<file path="src/rtl/lcd_pixel_clk_gen.sv">
// Pixel-clock generator: divides HCLK by (N+1), emits pixel/phase strobes and a
// registered LCDDCLK; divider settings are shadowed until a period boundary.
module lcd_pixel_clk_gen #(
  parameter int unsigned DIV_W     = 10,
  parameter int unsigned DIV_RST   = 0,
  parameter int unsigned PHASE_RST = 0
) (
  input  logic             HCLK,
  input  logic             HRESETn,
  input  logic             en,
  input  logic [DIV_W-1:0] div_cfg,
  input  logic [DIV_W-1:0] phase_cfg,
  input  logic             inv_clk,
  input  logic             cfg_load,
  output logic             pixel_stb,
  output logic             pixel_stb_ph,
  output logic             LCDDCLK,
  output logic             cfg_busy,
  output logic [DIV_W-1:0] cnt
);

  localparam int unsigned HW = DIV_W + 1;

  logic [DIV_W-1:0] act_div_q, act_phase_q, pend_div_q, pend_phase_q;
  logic             pend_q;

  logic [DIV_W-1:0] cnt_d, act_div_d, act_phase_d, pend_div_d, pend_phase_d;
  logic             pend_d;
  logic             stb_d, stb_ph_d, dclk_d;

  logic [DIV_W-1:0] phase_clamp_c;
  logic             wrap_c;
  logic [HW-1:0]    half_c;

  assign phase_clamp_c = (phase_cfg > div_cfg) ? div_cfg : phase_cfg;
  assign wrap_c        = (cnt == act_div_q);

  // Next-state: config is committed only in idle or on the wrap edge
  always_comb begin
    act_div_d    = act_div_q;
    act_phase_d  = act_phase_q;
    pend_div_d   = pend_div_q;
    pend_phase_d = pend_phase_q;
    pend_d       = pend_q;
    cnt_d        = cnt;

    if (!en || wrap_c) begin
      if (cfg_load) begin
        act_div_d   = div_cfg;
        act_phase_d = phase_clamp_c;
      end else if (pend_q) begin
        act_div_d   = pend_div_q;
        act_phase_d = pend_phase_q;
      end
      pend_d = 1'b0;
    end else if (cfg_load) begin
      pend_div_d   = div_cfg;
      pend_phase_d = phase_clamp_c;
      pend_d       = 1'b1;
    end

    if (!en)         cnt_d = act_div_d;
    else if (wrap_c) cnt_d = '0;
    else             cnt_d = cnt + DIV_W'(1);
  end

  // Outputs derived from next-state count so they line up with cnt
  always_comb begin
    half_c   = (HW'(act_div_d) + HW'(2)) >> 1;
    stb_d    = en && (cnt_d == '0);
    stb_ph_d = en && (cnt_d == act_phase_d);
    dclk_d   = inv_clk ^ (en && (HW'(cnt_d) < half_c));
  end

  always_ff @(posedge HCLK or negedge HRESETn) begin
    if (!HRESETn) begin
      act_div_q    <= DIV_W'(DIV_RST);
      act_phase_q  <= DIV_W'(PHASE_RST);
      pend_div_q   <= '0;
      pend_phase_q <= '0;
      pend_q       <= 1'b0;
      cnt          <= DIV_W'(DIV_RST);
      pixel_stb    <= 1'b0;
      pixel_stb_ph <= 1'b0;
      LCDDCLK      <= 1'b0;
      cfg_busy     <= 1'b0;
    end else begin
      act_div_q    <= act_div_d;
      act_phase_q  <= act_phase_d;
      pend_div_q   <= pend_div_d;
      pend_phase_q <= pend_phase_d;
      pend_q       <= pend_d;
      cnt          <= cnt_d;
      pixel_stb    <= stb_d;
      pixel_stb_ph <= stb_ph_d;
      LCDDCLK      <= dclk_d;
      cfg_busy     <= pend_d;
    end
  end

endmodule
</file>
<file path="config.mk">
export PLATFORM = sky130hd
export DESIGN_NAME = lcd_pixel_clk_gen
export DESIGN_NICKNAME = d
export VERILOG_FILES = /design/src/rtl/lcd_pixel_clk_gen.sv
export SDC_FILE = /design/constraint.sdc
export NUM_CORES = 1
export LEC_CHECK = 0
export CORE_MARGIN = 2
export CORE_UTILIZATION = 35
export DETAILED_ROUTE_END_ITERATION = 8
export DONT_BUFFER_PORTS = 1
export PLACE_DENSITY = 0.48
export SLEW_MARGIN = 20
export SYNTH_ARGS = -nofsm -noshare
export SYNTH_HDL_FRONTEND = slang
export SYNTH_SLANG_ARGS = --single-unit
</file>
<file path="constraint.sdc">
create_clock -name HCLK -period 4.7 [get_ports HCLK]
set_clock_uncertainty 0.05 [all_clocks]
set_input_delay 0.94 -clock HCLK [delete_from_list [all_inputs] [get_ports HCLK]]
set_output_delay 0.94 -clock HCLK [all_outputs]
set_load 0.01 [all_outputs]
</file>
# Word-level counts from Yosys, hierarchy flattened
# Cells that the tools add are included.
# op_classes
muxes	11
reduce_logical	8
bitwise	2
eq_ne	2
order_cmp	2
addsub	2
# op_table
op	count
two-way mux 10 bit	9
== test 10 bit	2
adder 10 x 2 -> 11 bit (second input constant)	1
adder 10 x 1 -> 10 bit (second input constant)	1
> comparator 10 bit	1
logical NOT 10 bit	1
less-than comparator 10 bit	1
logical AND 1 bit	3
two-way mux 1 bit	2
AND reduction 2 bit	1
nonzero test 2 bit	1
logical NOT 1 bit	1
logical OR 1 bit	1
inverter 1 bit	1
bitwise XOR 1 bit	1
# word_totals
reg_bits	54
in_bits	25
word_cells	36
out_inout_bits	14

# Logic depth before layout (Yosys ltp)
# logic_depth
word_depth	7
ltp_mapped	18
depth_no_buf	16

# Worst setup path after synthesis
# Ideal clock, no wire load.
# synth_path
path_type	input port to flip-flop
startpoint	input cfg_load
endpoint	register LCDDCLK
n_path_buf	2
path_stages	15
required_time_ps	4527
setup_time_ps	123
setup_slack_ps	801
arrival_ps	3727
path_cell_list	clkbuf_1 > clkbuf_1 > a22oi_1 > o2bb2ai_1 > ha_1 > nand3_1 > xor2_1 > ha_1 > a21o_1 > a21oi_1 > nor2b_1 > o21ai_0 > a21oi_1 > or4_1 > xnor2_1
# synth_via
elab_chain_len	6
word_cells_on_any_way	7
classes_between	1 x add/sub; 1 x order compare; 3 x mux; 1 x bitwise; 1 x reduce/logical
# synth_lines
item	line	text
start, declared	14	input logic cfg_load,
two-way mux 10 bit *	48	if (cfg_load) begin
two-way mux 10 bit *	47	if (!en || wrap_c) begin
via act_div_d[2]	27	logic [DIV_W-1:0] cnt_d, act_div_d, act_phase_d, pend_div_d, pend_phase_d;
adder 10 x 2 -> 11 bit or two-way mux 10 bit (tied branches)	69, 62	
less-than comparator 10 bit *	72	dclk_d = inv_clk ^ (en && (HW'(cnt_d) < half_c));
logical AND 1 bit *	72	
bitwise XOR 1 bit *	72	
via dclk_d	29	logic stb_d, stb_ph_d, dclk_d;
end signal, assigned	96	LCDDCLK <= dclk_d;
end, declared	17	output logic LCDDCLK,
# Mark *: on every way through the listed nets, which the timed path passes. The rest lies on a longest branch.
# A chain may end at the register's enable or synchronous reset.

# Final worst setup path
# layout_path
startpoint	register cnt[3]
endpoint	register LCDDCLK
# layout_via
elab_chain_len	7
word_cells_on_any_way	10
classes_between	2 x add/sub; 1 x order compare; 1 x eq/ne; 3 x mux; 1 x bitwise; 2 x reduce/logical
# layout_lines
item	line	text
start, declared	19	output logic [DIV_W-1:0] cnt
start signal, assigned	82	cnt <= DIV_W'(DIV_RST);
start signal, assigned	93	cnt <= cnt_d;
== test 10 bit *	36	assign wrap_c = (cnt == act_div_q);
logical OR 1 bit *	47	
two-way mux 10 bit *	47	
via act_div_d[2]	27	
adder 10 x 2 -> 11 bit or two-way mux 10 bit (tied branches)	69, 62	
less-than comparator 10 bit *	72	
logical AND 1 bit *	72	
bitwise XOR 1 bit *	72	
via dclk_d	29	
# Marks and branches as above.

==> flow_results.org <==
** Place
- Placed instance area :: 3700 sq um
- Once detailed placement completed, the half-perimeter wirelength came to 8.18 mm.
- Placed cell count :: 516
- Number of buffers inserted by port buffering :: 0
- Global placer's final weighted congestion :: 0.810

** Yosys
- By area the synthesized netlist is led by dfrtp_1 38%, ha_1 7.3%, xnor2_1 6.6%.
- The compound-cell area share of the yosys netlist came to 0.195.
- Synth Area in Adders :: 0.0732
- dfrtp_1 takes more of the synthesized area than any other cell.
- The number of nets in the synthesized netlist is 444.
- Simple-gate share of the synthesized area :: 0.161
- Synth warn :: 0
- Fraction of synthesis flops using an asynchronous set or reset pin :: 1.00
- Of the post-synthesis cell area, the part taken by muxes is 0.0509.
- The cell count after synthesis came out at 398.
- The share of synthesized area in the top cell type comes to 0.376.
- Counting flops with a built-in enable in the synthesized netlist gives 0.
- The mapped netlist covers 3590 sq um.
- Most common library cells after synthesis :: 54 x dfrtp_1, 46 x nand2_1, 34 x o21ai_0, 27 x xnor2_1, 24 x inv_1
- In this run, synthesis produced a sequential element count of 54.
- Mean Syn Cell Area :: 9.02 sq um
- Post-synthesis xor/xnor area fraction :: 0.0847
- Primary flip-flop cell chosen by synthesis mapping :: dfrtp_1
- Combinational family with the most area after synthesis :: compound AO/OA/AOI/OAI gates
- In the post-synthesis netlist, the cell with the most instances is dfrtp_1.
- Sequential-to-total area share from yosys stat :: 0.376
- Yosys mapped the design onto 52 distinct sky130hd cell types.

** Clock network
- Buffers inserted to repair hold after CTS numbered 0.
- Buffers inserted during clock tree synthesis total 5.
- Clock insertion delay at the later pin of the skew report :: 0.32 ns
- The tree is rooted in a clkbuf_8.
- The number of setup buffers added after CTS is 0.
- TritonCTS clock tree :: yes
- The H-tree was split into 2 levels.
- After clock tree synthesis, the clock-pin slew on the worst setup and hold paths is 0.11 ns.
- The longest clock path from root to sink contains 2 buffers.
- Post-CTS resize count :: 0
- For this design, the sink count on the clock tree is 54.

** Hold path
- Kind of path behind the tightest hold check :: primary input to asynchronous set/reset pin

** Timing
- Maximum clock frequency :: 0.260 GHz
- Post-route minimum period :: 3.85 ns
- Transition time of the tightest slew-check pin :: 0.713 ns
- The number of hold-slack violations in the final timing report was 0.
- RSZ-0062 raised after global routing :: no
- For the final routed database, the setup TNS stands at 0 ns.
- Fraction of the cycle the final worst path needs :: 0.818
- Final max-slew violation count :: 0
- The worst pin sits at a relative slew slack of 0.520.
- Setup violations remaining at the end of the flow were counted as 0.

** Finish
- Number of standard cells in the layout, taps in and fillers out :: 524
- Final-stage net count :: 436
- # diodes :: 0
- Fraction of final layout cells sized beyond drive strength 1 :: 0.0716
- Area growth from synthesis to final layout :: 5.71%
- Summed area of non-filler cells in the final layout :: 3800 sq um

** Route
- In this run the remaining antenna-violating nets after routing total 0.
- Via total after detailed routing :: 2912
- Before antenna repair, the detailed router went through 4 iterations.
- Initial DRC count :: 206
- For this run, design rule violations remaining after detail routing come to 0.
- Drt via density :: 5.56
- After detailed routing, the average wire length per cell comes to 20.3 um.
- For this block, the routed nets add up to 10.7 mm of wire.

** Setup path
- Worst setup EP type :: register
- Data arrives at the worst endpoint at 4.01 ns.
- Internal reg-to-reg setup slack :: 0.85 ns
- Maximum net fanout on the critical path :: 8
- Crit path required time :: 4.86 ns
- Critical setup path kind :: register to register
- The worst setup path is launched from a register.

** Pwr
- Power Density :: 348 nW/um^2
- Leak :: 1.63 nW
- Design Power :: 1.32 mW
- Maximum resistive drop on vdd :: 0.129 mV

** Outcome
- Result of the run :: completed

** GRT
- For this run the aggregate overflow at the end of global routing stands at 0.
- Across every metal layer, demand over resource in global routing totals 0.200.
- The number of global-route vias before repair is 2903.
- Entering global routing, the biggest net connects 55 pins.
- The initial antenna violation count was 0.
- The first global-routing pass estimated 16.9 mm of wire.

** Floorplan
- After floorplanning, the core was divided into 36 placement rows.
- Initial core utilization :: 0.364
- The die covers 11100 sq um.
- The floorplan step defined a core boundary enclosing 9860 sq um.
- In this run the horizontal extent of the chip is 105 um.
- Die Y-Extent :: 105 um
- For this design the top-level I/O count stands at 39.

** Run
- Max-cap viol count :: 0
==> cells in the final DEF (no fill, tap or decap), types with 4 or more instances in the layout <==
cell | netlist | final
a21oi_1 | 14 | 14
o22ai_1 | 5 | 5
o21ai_0 | 34 | 34
a22oi_1 | 9 | 9
nor2b_1 | 8 | 8
mux2i_1 | 16 | 16
dfrtp_1 | 54 | 54
a31oi_1 | 6 | 6
ha_1 | 21 | 21
nand4_1 | 4 | 4
inv_1 | 24 | 24
a221oi_1 | 7 | 7
clkbuf_8 | 0 | 6
nand2_1 | 46 | 46
nand3_1 | 16 | 16
a21o_1 | 4 | 4
a211oi_1 | 6 | 6
nor2_1 | 23 | 23
o2bb2ai_1 | 6 | 6
buf_4 | 2 | 8
xor2_1 | 4 | 4
xnor2_1 | 27 | 27
==> cell type report <==
| class | count | area (sq um) |
|---|---|---|
| Inverter | 25 | 93.8 |
| Tap cell | 133 | 166 |
| Fill cell | 1011 | 6070 |
| Multi-Input combinational cell | 296 | 2030 |
| Clock inverter | 1 | 5.00 |
| Sequential cell | 54 | 1350 |
| Clock buffer | 7 | 86.3 |
| Timing Repair Buffer | 8 | 60.1 |
==> routing by layer <==
metal  share of wire  global-route usage  vias to the layer above
met3           0.046              0.0439                        6
met4          0.0089              0.0448                        0
li1                -                   -                     1399
met2            0.46               0.316                       59
met5               0                   0                        -
met1            0.48               0.280                     1448
==> critical path, cell delays in order (launching register included) <==
cell       delay, ns
dfrtp_1         0.59
xnor2_2         0.16
nand4_2         0.19
nor3_2          0.27
nor2_1          0.18
o2bb2ai_1       0.25
ha_1            0.23
nand3_1         0.15
xor2_1          0.18
ha_1            0.31
a21o_1          0.16
a21oi_1         0.13
nor2b_1         0.05
o21ai_0         0.13
a21oi_1         0.07
or4_1           0.49
xnor2_1         0.14
==> cell families (layout without fill, tap and decap cells) <==
family / count (synthesis) / in the layout
AND/OR/NAND/NOR: 119 / 119
AO/OA/AOI/OAI: 105 / 105
flip-flops: 54 / 54
buffers and inverters: 48 / 41
XOR/XNOR: 33 / 33
adder cells (fa/ha/maj): 21 / 21
multiplexers: 18 / 18
==> where the power goes <==
| part | switching, mW | leakage, nW | total (mW) | internal [mW] |
|---|---|---|---|---|
| Clock | 0.165 | 0.0482 | 0.285 | 0.120 |
| Combinational | 0.226 | 0.920 | 0.407 | 0.181 |
| Sequential | 0.0936 | 0.661 | 0.630 | 0.536 |
| Total | 0.484 | 1.63 | 1.32 | 0.837 |
==> metrics by stage <==
step	hold slack (ns)	setup slack [ns]	utilization
6_report	0.245	0.854	0.385
5_1_grt	0.226	0.496	0.385
4_1_cts	0.240	0.821	0.385
3_5_place_dp	0.422	0.711	0.376
3_3_place_gp	0.417	0.751	0.376
2_1_floorplan	0.400	0.801	-
==> registers in the layout, indices dropped and copies added, names as in the netlist <==
signal,cells
act_div_q,10
act_phase_q,10
cnt,10
pend_div_q,10
pend_phase_q,10
LCDDCLK,1
pend_q,1
pixel_stb,1
pixel_stb_ph,1
==> worst paths after layout <==
check / startpoint / cells past startpoint / endpoint
max in group asynchronous: HRESETn / 0 / act_div_q[1]
min: HRESETn / 0 / pend_phase_q[7]
max reg2reg: cnt[3] / 16 / LCDDCLK
max: cnt[3] / 16 / LCDDCLK
min reg2reg: pend_phase_q[7] / 2 / pend_phase_q[7]
min in group HCLK: pend_phase_q[7] / 2 / pend_phase_q[7]
(Power assumes the default switching activity.)
==> edit, RTL diff (same flow settings) <==
The parameter `DIV_W` goes from 10 to 5.
--- a/src/rtl/lcd_pixel_clk_gen.sv
+++ b/src/rtl/lcd_pixel_clk_gen.sv
@@ -1,7 +1,7 @@
 // Pixel-clock generator: divides HCLK by (N+1), emits pixel/phase strobes and a
 // registered LCDDCLK; divider settings are shadowed until a period boundary.
 module lcd_pixel_clk_gen #(
-  parameter int unsigned DIV_W     = 10,
+  parameter int unsigned DIV_W     = 5,
   parameter int unsigned DIV_RST   = 0,
   parameter int unsigned PHASE_RST = 0
 ) (
Interface: changed (resized cnt, div_cfg and phase_cfg); port bits go from 39 to 24. The function was not compared with the original's and may differ.
==> edit against the original RTL <==
- count of clock-buffer cells in the layout increased by 1
- sequential share of layout area grew 1.8 points
- setup slack better by 0.42 ns
- sequential cell count fell by 25
- global-route usage is 2.5 points lower
- synthesized cell count down 52%
- total power is 18% lower
- fmax is 12% higher
- routed wire length fell by 58%
- design area is 49% lower
- area after synthesis down 50%
- clock power decreased by 30%
- highest routed layer unchanged
==> edit: results (changes against the original RTL) <==
status finished, final reports clean; most instantiated cells after synthesis dfrtp_1 (29), o21ai_0 (17), nand2_1 (15), inv_1 (12); critical path's slowest cell o21ai_0; Iteration-0 DRC Markers 106 (-49%); worst slew pin tran 0.678 ns (-0.0351 ns); routability cong. 0.854 (+5.4%); drt wl/cell 16.9 um (-17%); remaining antenna violation count 0 (unchanged); Longest Clk Path Bufs 2 (unchanged); leakage power 0.836 nW (-49%); HP Class input pin to asynchronous set/reset pin; initial antenna violation count 0 (unchanged); Total Routing Usage GR 0.175 (-0.0249); post_cts resized 0 (unchanged); number of CTS-inserted buffers 5 (unchanged); sequential area share after synthesis 0.403 (+0.0268); fillers 505 (-50%); RR Startpoint cnt[1]; Vias/cell 5.50 (-0.96%); slowest stage delay, CP 0.48 ns (-0.11 ns); r2r setup slk 1.27 ns (+0.42 ns); Cells after DPL 254 (-51%); Netlist cell types 46 (-12%); Fin. Hold Viols 0 (unchanged); Skew-Pair Late Insertion Delay 0.28 ns (-0.04 ns); Reg2Reg Depth 12 (-4); Critical Path AT 3.54 ns (-0.47 ns); async set-reset flop share out of synthesis 1.00 (unchanged); Synth area leaders dfrtp_1 (40%), ha_1 (7.6%), xnor2_1 (4.9%); largest net degree at the start of global routing 30 (-45%); syn_nets 217 (-51%); yosys warns 0 (unchanged); clock root buffer clkbuf_8; Clock Pin Slew Worst Setup and Hold Paths 0.07 ns (-0.04 ns); R2R Path End LCDDCLK; layout cells sized above 1 0.0729 (+0.00131); 1st-pass router iterations 4 (unchanged); first-pass GRT wire length 7290 um (-57%); Syn Area/Cell 9.43 um^2 (+4.5%); Max IR drop VDD 0.000228 V (+76%); PortBufs 0 (unchanged); DP Worst Slack 1.24 ns (+0.530 ns); Max FO, Critical Path 7 (-1); H-tree depth 2 (unchanged); WHS 0.297 ns (+0.0527 ns); Setup Fix Bufs, Post-CTS 0 (unchanged); via count 1442 (-50%); HPWL after DPL 3430 um (-58%); antenna diode count 0 (unchanged); placed cell areas 0.00186 mm^2 (-50%)
-- edit: worst max-delay path, delay by kind of cell (launching register included) --
kind,cells,cell delay [ns]
AO/OA/AOI/OAI,4,1.00
AND/OR/NAND/NOR,4,0.99
XOR/XNOR,3,0.51
flip-flops,1,0.47
adder cells (fa/ha/maj),1,0.29
-- edit: worst max-delay path by stage --
| stage | start | to | slack, ns | cells after the start |
|---|---|---|---|---|
| final | cnt[1] | LCDDCLK | 1.27 | 12 |
| after global routing | cnt[1] | LCDDCLK | 0.85 | 12 |
| after CTS | cnt[1] | LCDDCLK | 1.34 | 12 |
| after detailed placement | cfg_load | LCDDCLK | 1.24 | 12 |
| after global placement | cfg_load | LCDDCLK | 1.34 | 12 |
| after floorplan | cfg_load | LCDDCLK | 1.44 | 11 |
-- edit: layout make-up --
class / count / area (um^2) / area share
Clock buffer: 8 / 80.1 / 0.0413
Inverter: 12 / 45.0 / 0.0232
Multi-Input combinational cell: 143 / 1000 / 0.516
Sequential cell: 29 / 726 / 0.374
Tap cell: 70 / 87.6 / 0.0452
-- edit: cells by family (layout without fill, tap and decap cells) --
group           after synthesis  count (layout)  share of synthesized area
flops                        29              29                      0.403
compound gates               56              56                      0.215
simple gates                 54              54                      0.149
mux                           7               7                     0.0410
xor+xnor                     15              15                     0.0730
fa+ha+maj                    11              11                     0.0764
buf+inv                      19              20                     0.0417
-- edit: where the power goes --
part | switching (mW) | total, mW | internal (mW)
Sequential | 0.0985 | 0.438 | 0.339
Combinational | 0.240 | 0.446 | 0.206
Clock | 0.0939 | 0.199 | 0.105
-- edit: routing by layer --
metal	global-route usage	wire length, um	vias up
li1	-	-	694
met1	0.237	2130	703
met2	0.265	2040	37
met3	0.0516	186	8
met4	0.0663	81	0
met5	0	0	-
